===== config.mk =====
export PLATFORM = sky130hd
export DESIGN_NAME = uart_rx_flat
export DESIGN_NICKNAME = d
export VERILOG_FILES = /design/src/rtl/uart_pkg.sv /design/src/rtl/uart_rx_if.sv /design/src/rtl/uart_sync.sv /design/src/rtl/uart_rx.sv /design/src/flat_wrapper.sv
export SDC_FILE = /design/constraint.sdc
export NUM_CORES = 1
export LEC_CHECK = 0
export ABC_CLOCK_PERIOD_IN_PS = 2320
export CAP_MARGIN = 25
export CORE_MARGIN = 3
export CORE_UTILIZATION = 55
export DETAILED_ROUTE_END_ITERATION = 16
export GPL_ROUTABILITY_DRIVEN = 0
export GPL_TIMING_DRIVEN = 0
export PLACE_DENSITY = 0.78
export RECOVER_POWER = 25
export SETUP_SLACK_MARGIN = 0.2
export SLEW_MARGIN = 30
export SYNTH_ARGS = -nofsm -noshare
export SYNTH_HDL_FRONTEND = slang
export SYNTH_HIERARCHICAL = 1
export SYNTH_SLANG_ARGS = --single-unit

===== constraint.sdc =====
create_clock -name clk -period 2.32 [get_ports clk]
set_input_delay 0.232 -clock clk [delete_from_list [all_inputs] [get_ports clk]]
set_output_delay 0.232 -clock clk [all_outputs]
set_load 0.005 [all_outputs]

===== src/rtl/uart_pkg.sv =====
// rtl/uart_pkg.sv - shared UART types and baud-select constants
package uart_pkg;

  typedef enum logic [2:0] {
    IDLE,
    START,
    DATA,
    PARITY,
    STOP,
    BREAK_WAIT
  } rx_state_t;

  // Baud-select encodings understood by the baud rate generator.
  localparam logic [2:0] BAUD_SEL_9600   = 3'd0;
  localparam logic [2:0] BAUD_SEL_19200  = 3'd1;
  localparam logic [2:0] BAUD_SEL_38400  = 3'd2;
  localparam logic [2:0] BAUD_SEL_57600  = 3'd3;
  localparam logic [2:0] BAUD_SEL_115200 = 3'd4;

endpackage


===== src/rtl/uart_rx_if.sv =====
// rtl/uart_rx_if.sv - received-byte valid/ready stream with frame status
interface uart_rx_if #(
  parameter int DATA_BITS = 8
);
  logic [DATA_BITS-1:0] rx_data;
  logic                 rx_valid;
  logic                 rx_ready;
  logic                 parity_error;
  logic                 framing_error;
  logic                 overrun;

  modport master (
    output rx_data, rx_valid, parity_error, framing_error, overrun,
    input  rx_ready
  );

  modport slave (
    input  rx_data, rx_valid, parity_error, framing_error, overrun,
    output rx_ready
  );
endinterface


===== src/rtl/uart_sync.sv =====
// rtl/uart_sync.sv - multi-flop synchronizer for asynchronous single-bit inputs
module uart_sync #(
  parameter int   STAGES    = 2,
  parameter logic RESET_VAL = 1'b1
) (
  input  logic clk,
  input  logic rst,
  input  logic d_i,
  output logic q_o
);

  logic [STAGES-1:0] sync_q;

  always_ff @(posedge clk or posedge rst) begin
    if (rst) begin
      sync_q <= {STAGES{RESET_VAL}};
    end else begin
      sync_q <= {sync_q[STAGES-2:0], d_i};
    end
  end

  assign q_o = sync_q[STAGES-1];

endmodule


===== src/rtl/uart_rx.sv =====
// rtl/uart_rx.sv - oversampling UART receiver with parity/framing status and
// a held valid/ready output that drops new frames while the previous is unaccepted.
module uart_rx
  import uart_pkg::*;
#(
  parameter int DATA_BITS    = 8,
  parameter int OVERSAMPLING = 16,
  parameter int SYNC_STAGES  = 2
) (
  input  logic        clk,
  input  logic        rst,
  input  logic        sample_tick_i,
  input  logic        rx_i,
  input  logic        parity_en_i,
  input  logic        parity_odd_i,
  uart_rx_if.master   rx_o
);

  localparam int TCW = $clog2(OVERSAMPLING);
  localparam int BCW = $clog2(DATA_BITS + 1);
  localparam logic [TCW-1:0] TICK_MID  = TCW'(OVERSAMPLING / 2 - 1);
  localparam logic [TCW-1:0] TICK_LAST = TCW'(OVERSAMPLING - 1);
  localparam logic [BCW-1:0] BIT_LAST  = BCW'(DATA_BITS - 1);

  logic rx_s;

  uart_sync #(
    .STAGES    (SYNC_STAGES),
    .RESET_VAL (1'b1)
  ) u_sync (
    .clk (clk),
    .rst (rst),
    .d_i (rx_i),
    .q_o (rx_s)
  );

  rx_state_t            state_q, state_d;
  logic [TCW-1:0]       tick_cnt_q, tick_cnt_d;
  logic [BCW-1:0]       bit_cnt_q, bit_cnt_d;
  logic [DATA_BITS-1:0] shift_q;
  logic                 par_bit_q, par_en_q, par_odd_q;
  logic [DATA_BITS-1:0] data_q;
  logic                 valid_q, perr_q, ferr_q, ovr_q;
  logic                 shift_en, par_sample, commit;
  logic                 perr_now;

  always_ff @(posedge clk or posedge rst) begin
    if (rst) begin
      state_q    <= IDLE;
      tick_cnt_q <= '0;
      bit_cnt_q  <= '0;
    end else begin
      state_q    <= state_d;
      tick_cnt_q <= tick_cnt_d;
      bit_cnt_q  <= bit_cnt_d;
    end
  end

  // START counts only half a bit so later states sample at mid-bit.
  always_comb begin
    state_d    = state_q;
    tick_cnt_d = tick_cnt_q;
    bit_cnt_d  = bit_cnt_q;
    if (sample_tick_i) begin
      case (state_q)
        IDLE: begin
          tick_cnt_d = '0;
          bit_cnt_d  = '0;
          if (!rx_s) state_d = START;
        end
        START: begin
          if (tick_cnt_q == TICK_MID) begin
            tick_cnt_d = '0;
            bit_cnt_d  = '0;
            state_d    = rx_s ? IDLE : DATA;
          end else begin
            tick_cnt_d = tick_cnt_q + 1'b1;
          end
        end
        DATA: begin
          if (tick_cnt_q == TICK_LAST) begin
            tick_cnt_d = '0;
            if (bit_cnt_q == BIT_LAST) begin
              state_d = par_en_q ? PARITY : STOP;
            end else begin
              bit_cnt_d = bit_cnt_q + 1'b1;
            end
          end else begin
            tick_cnt_d = tick_cnt_q + 1'b1;
          end
        end
        PARITY: begin
          if (tick_cnt_q == TICK_LAST) begin
            tick_cnt_d = '0;
            state_d    = STOP;
          end else begin
            tick_cnt_d = tick_cnt_q + 1'b1;
          end
        end
        STOP: begin
          if (tick_cnt_q == TICK_LAST) begin
            tick_cnt_d = '0;
            state_d    = rx_s ? IDLE : BREAK_WAIT;
          end else begin
            tick_cnt_d = tick_cnt_q + 1'b1;
          end
        end
        BREAK_WAIT: begin
          if (rx_s) state_d = IDLE;
        end
        default: state_d = IDLE;
      endcase
    end
  end

  always_comb begin
    shift_en   = 1'b0;
    par_sample = 1'b0;
    commit     = 1'b0;
    if (sample_tick_i && tick_cnt_q == TICK_LAST) begin
      shift_en   = (state_q == DATA);
      par_sample = (state_q == PARITY);
      commit     = (state_q == STOP);
    end
  end

  assign perr_now = par_en_q & ((^shift_q ^ par_bit_q) != par_odd_q);

  always_ff @(posedge clk or posedge rst) begin
    if (rst) begin
      shift_q   <= '0;
      par_bit_q <= 1'b0;
      par_en_q  <= 1'b0;
      par_odd_q <= 1'b0;
    end else begin
      if (state_q == IDLE) begin
        par_en_q  <= parity_en_i;
        par_odd_q <= parity_odd_i;
      end
      if (shift_en)   shift_q   <= {rx_s, shift_q[DATA_BITS-1:1]};
      if (par_sample) par_bit_q <= rx_s;
    end
  end

  // A commit may replace the held frame only if that frame leaves this cycle.
  always_ff @(posedge clk or posedge rst) begin
    if (rst) begin
      data_q  <= '0;
      valid_q <= 1'b0;
      perr_q  <= 1'b0;
      ferr_q  <= 1'b0;
      ovr_q   <= 1'b0;
    end else begin
      ovr_q <= 1'b0;
      if (commit) begin
        if (!valid_q || rx_o.rx_ready) begin
          data_q  <= shift_q;
          perr_q  <= perr_now;
          ferr_q  <= ~rx_s;
          valid_q <= 1'b1;
        end else begin
          ovr_q <= 1'b1;
        end
      end else if (valid_q && rx_o.rx_ready) begin
        valid_q <= 1'b0;
      end
    end
  end

  assign rx_o.rx_data       = data_q;
  assign rx_o.rx_valid      = valid_q;
  assign rx_o.parity_error  = perr_q;
  assign rx_o.framing_error = ferr_q;
  assign rx_o.overrun       = ovr_q;

endmodule

===== src/flat_wrapper.sv =====
// flat-port wrapper written by rule: the top's interface ports become plain ports
module uart_rx_flat import uart_pkg::*;
#(
  parameter int DATA_BITS    = 8,
  parameter int OVERSAMPLING = 16,
  parameter int SYNC_STAGES  = 2
)
  (clk, rst, sample_tick_i, rx_i, parity_en_i, parity_odd_i, rx_o_rx_data, rx_o_rx_valid, rx_o_parity_error, rx_o_framing_error, rx_o_overrun, rx_o_rx_ready);
  uart_rx_if #(.DATA_BITS(DATA_BITS)) rx_o_i ();
  input  logic clk;
  input  logic rst;
  input  logic sample_tick_i;
  input  logic rx_i;
  input  logic parity_en_i;
  input  logic parity_odd_i;
  output wire logic [$bits(rx_o_i.rx_data)-1:0] rx_o_rx_data;
  output wire logic [$bits(rx_o_i.rx_valid)-1:0] rx_o_rx_valid;
  output wire logic [$bits(rx_o_i.parity_error)-1:0] rx_o_parity_error;
  output wire logic [$bits(rx_o_i.framing_error)-1:0] rx_o_framing_error;
  output wire logic [$bits(rx_o_i.overrun)-1:0] rx_o_overrun;
  input wire logic [$bits(rx_o_i.rx_ready)-1:0] rx_o_rx_ready;
  assign rx_o_rx_data = rx_o_i.rx_data;
  assign rx_o_rx_valid = rx_o_i.rx_valid;
  assign rx_o_parity_error = rx_o_i.parity_error;
  assign rx_o_framing_error = rx_o_i.framing_error;
  assign rx_o_overrun = rx_o_i.overrun;
  assign rx_o_i.rx_ready = rx_o_rx_ready;
  uart_rx #(.DATA_BITS(DATA_BITS), .OVERSAMPLING(OVERSAMPLING), .SYNC_STAGES(SYNC_STAGES)) u_core (.clk(clk), .rst(rst), .sample_tick_i(sample_tick_i), .rx_i(rx_i), .parity_en_i(parity_en_i), .parity_odd_i(parity_odd_i), .rx_o(rx_o_i));
endmodule

==> reports/qor.yml <==
outcome:
  outcome: "completed"
global_route:
  grt_usage: 0.192
  antenna_found_initial: 0
  gr-total-overflow: 0
  grt_pass1_wl_um: 5820
  grt_max_degree: 35
  grt_pass1_vias: 1252
routing:
  drt-total-wl_um: 3360
  routedWlPerCell_um: 15.3
  drtIter0Drc: 54
  viasPerCell: 5.62
  drcViolationCount: 0
  vias: 1237
  ant_nets: 0
  dr.pass1.iters: 5
yosys:
  synth_cell_types: 43
  synth_top_flop_cell: "dfrtp_1"
  netlist_top_cells_count: "dfrtp_1 (34), mux2_2 (19), nor2_1 (11)"
  syn_nets: 161
  synth_edf_count: 0
  syn_area_per_cell_um2: 11.6
  synthAdderAreaFrac: 0.0199
  synth_xor_area_frac: 0.0574
  synth.ff_latch_count: 36
  async_reset_ff_frac: 1.00
  yosysSeqAreaShare: 0.512
  synth_warnings: 6
  synthSimpleGateAreaFrac: 0.133
  synth_top_family_by_area: "simple AND/OR/NAND/NOR gates"
  synthCells: 152
  synth.area.top_cells: "dfrtp_1 (48%), mux2_2 (12%), xnor2_1 (3.5%)"
  yosysTopAreaCell: "dfrtp_1"
  syn_area_mm2: 0.00176
  synth.area.mux_share: 0.133
  synth_compound_area_frac: 0.111
  synth_most_common_cell: "dfrtp_1"
  yosysTopAreaCellShare: 0.482
placement:
  dp_cells: 212
  hpwl_um: 2440
  io_buffers: 18
timing:
  min_period_ns: 1.93
  finalHoldViolations: 0
  worstMarginPinSlew_ns: 1.25
  relSlewSlack: 0.167
  fmax_mhz: 517
  rsz0062_at_grt: "false"
  skew_ns: 0.00922
  slew_viol_final: 0
  timing.setup.tns_ns: 0
  setup_viol: 0
  post-route-period-util: 0.833
clock_network:
  cts.path.max_buffers: 2
  clock-root-buffer: "clkbuf_4"
  cts_tree: "done"
  clkSinkCount: 36
  numCtsBuffers: 5
  clk_latency_ns: 0.34
  cts_resized: 0
  htreeDepth: 2
  cts_setup_buffers: 0
  cts_hold_repair.buffers: 0
  path_clk_slew_ns: 0.10
floorplan:
  coreArea_mm2: 0.00290
  die_y_um: 62.6
  fp-row-count: 19
  start_util: 0.608
  fp.dieW_um: 62.6
  ios: 19
  die_area_mm2: 0.00392
critical_path:
  worstPathCellList: "buf_6 -> or3_1 -> a21o_1 -> a2111oi_0 -> a211oi_1"
  crit_path_end_kind: "flip-flop"
  startpoint_type: "flip-flop"
  r2r_slack_ns: 0.39
  worstSetupPathType: "flip-flop to flip-flop"
  required_ns: 2.52
  cp_max_fo: 8
  cpPeakStageDelay_ns: 0.51
  arrival_ns: 2.13
  slowest_stage: "a2111oi_0"
job:
  maxCapViolations: 0
power_and_ir_drop:
  ir_worst_vdd_v: 0.000549
  cellPowerDensity_mw_per_mm2: 819
  p_leak_nw: 0.965
layout:
  antenna_cells: 0
  fin_cells: 220
  final_nets: 186
  final_layout_size_suffix_gt1_frac: 0.197
  area_growth_pct: 16.0
hold_path:
  hold_path_class: "flip-flop to flip-flop"
==> cell usage in the layout (no fill, tap or decap), types with 4 or more instances in the layout <==
| cell type | synthesis | routed |
|---|---|---|
| dfrtp_1 | 34 | 34 |
| mux2_2 | 19 | 19 |
| clkdlybuf4s50_1 | 0 | 16 |
| nor2_1 | 11 | 11 |
| nand2_1 | 9 | 9 |
| inv_1 | 8 | 8 |
| xnor2_1 | 7 | 7 |
| o21ai_0 | 6 | 6 |
| clkbuf_4 | 0 | 5 |
| nand3_1 | 4 | 4 |
| nand4_1 | 4 | 4 |
==> sequential cells by signal, indices dropped and copies added, names as in the netlist <==
register                   count
u_core/rx_o.rx_data            8
u_core/shift_q                 8
u_core/bit_cnt_q               4
u_core/tick_cnt_q              4
u_core/state_q                 3
u_core/u_sync/sync_q           2
u_core/par_bit_q               1
u_core/par_en_q                1
u_core/par_odd_q               1
u_core/rx_o.framing_error      1
u_core/rx_o.overrun            1
u_core/rx_o.parity_error       1
u_core/rx_o.rx_valid           1
==> routing by layer <==
| layer | up-vias | GRT usage | wire length [µm] |
|---|---|---|---|
| met5 | - | 0 | 0 |
| met4 | 0 | 0.0744 | 18 |
| met3 | 2 | 0.0665 | 153 |
| met2 | 30 | 0.318 | 1660 |
| met1 | 605 | 0.230 | 1540 |
| li1 | 600 | - | - |
==> where the power goes <==
part	internal, mW	switching [mW]	total (mW)
Clock	0.118	0.202	0.320
Sequential	0.705	0.0746	0.780
Combinational	0.234	0.344	0.577
Total	1.06	0.620	1.68
==> final timing paths <==
| kind | start | depth (start not counted) | endpoint |
|---|---|---|---|
| max | u_core/tick_cnt_q[3]$_DFFE_PP0P_ | 5 | u_core/state_q[0]$_DFFE_PP0P_ |
| min | u_core/u_sync/sync_q[0]$_DFF_PP1_ | 0 | u_core/u_sync/sync_q[1]$_DFF_PP1_ |
| max reg2reg | u_core/tick_cnt_q[3]$_DFFE_PP0P_ | 5 | u_core/state_q[0]$_DFFE_PP0P_ |
| min reg2reg | u_core/u_sync/sync_q[0]$_DFF_PP1_ | 0 | u_core/u_sync/sync_q[1]$_DFF_PP1_ |
| max in group asynchronous | rst | 2 | u_core/shift_q[5]$_DFFE_PP0P_ |
| min in group asynchronous | rst | 2 | u_core/u_sync/sync_q[1]$_DFF_PP1_ |
==> per-stage QoR <==
step	cell area [µm²]	setup slack [ns]	hold slack, ns	util	total power [mW]
2_1_floorplan	1760	0.631	0.144	-	1.23
3_3_place_gp	2000	0.239	0.347	0.689	1.32
3_5_place_dp	2000	0.195	0.350	0.689	1.35
4_1_cts	2050	0.407	0.255	0.706	1.68
5_1_grt	2050	0.246	0.350	0.706	1.79
6_report	2050	0.386	0.364	0.706	1.68
==> critical path, delay by kind of cell, from the launching register on <==
| family | cells | cell delay (ns) |
|---|---|---|
| AO/OA/AOI/OAI | 3 | 0.91 |
| buffers and inverters | 1 | 0.13 |
| flip-flops | 1 | 0.39 |
| AND/OR/NAND/NOR | 1 | 0.37 |
==> final cells by class <==
class | instances | area [µm²]
Buffer | 5 | 30.0
Clock buffer | 7 | 45.0
Clock inverter | 1 | 5.00
Fill cell | 223 | 853
Inverter | 8 | 30.0
Multi-Input combinational cell | 103 | 801
Sequential cell | 36 | 903
Tap cell | 42 | 52.6
Timing Repair Buffer | 18 | 180
==> cell families after synthesis <==
family | after synthesis
buffers and inverters | 13
muxes | 21
adders and majority gates | 3
AOI/OAI and AO/OA | 27
and+or+nand+nor | 42
xor gates and xnor gates | 10
DFF | 36
Power figures use the tool's default switching activity.
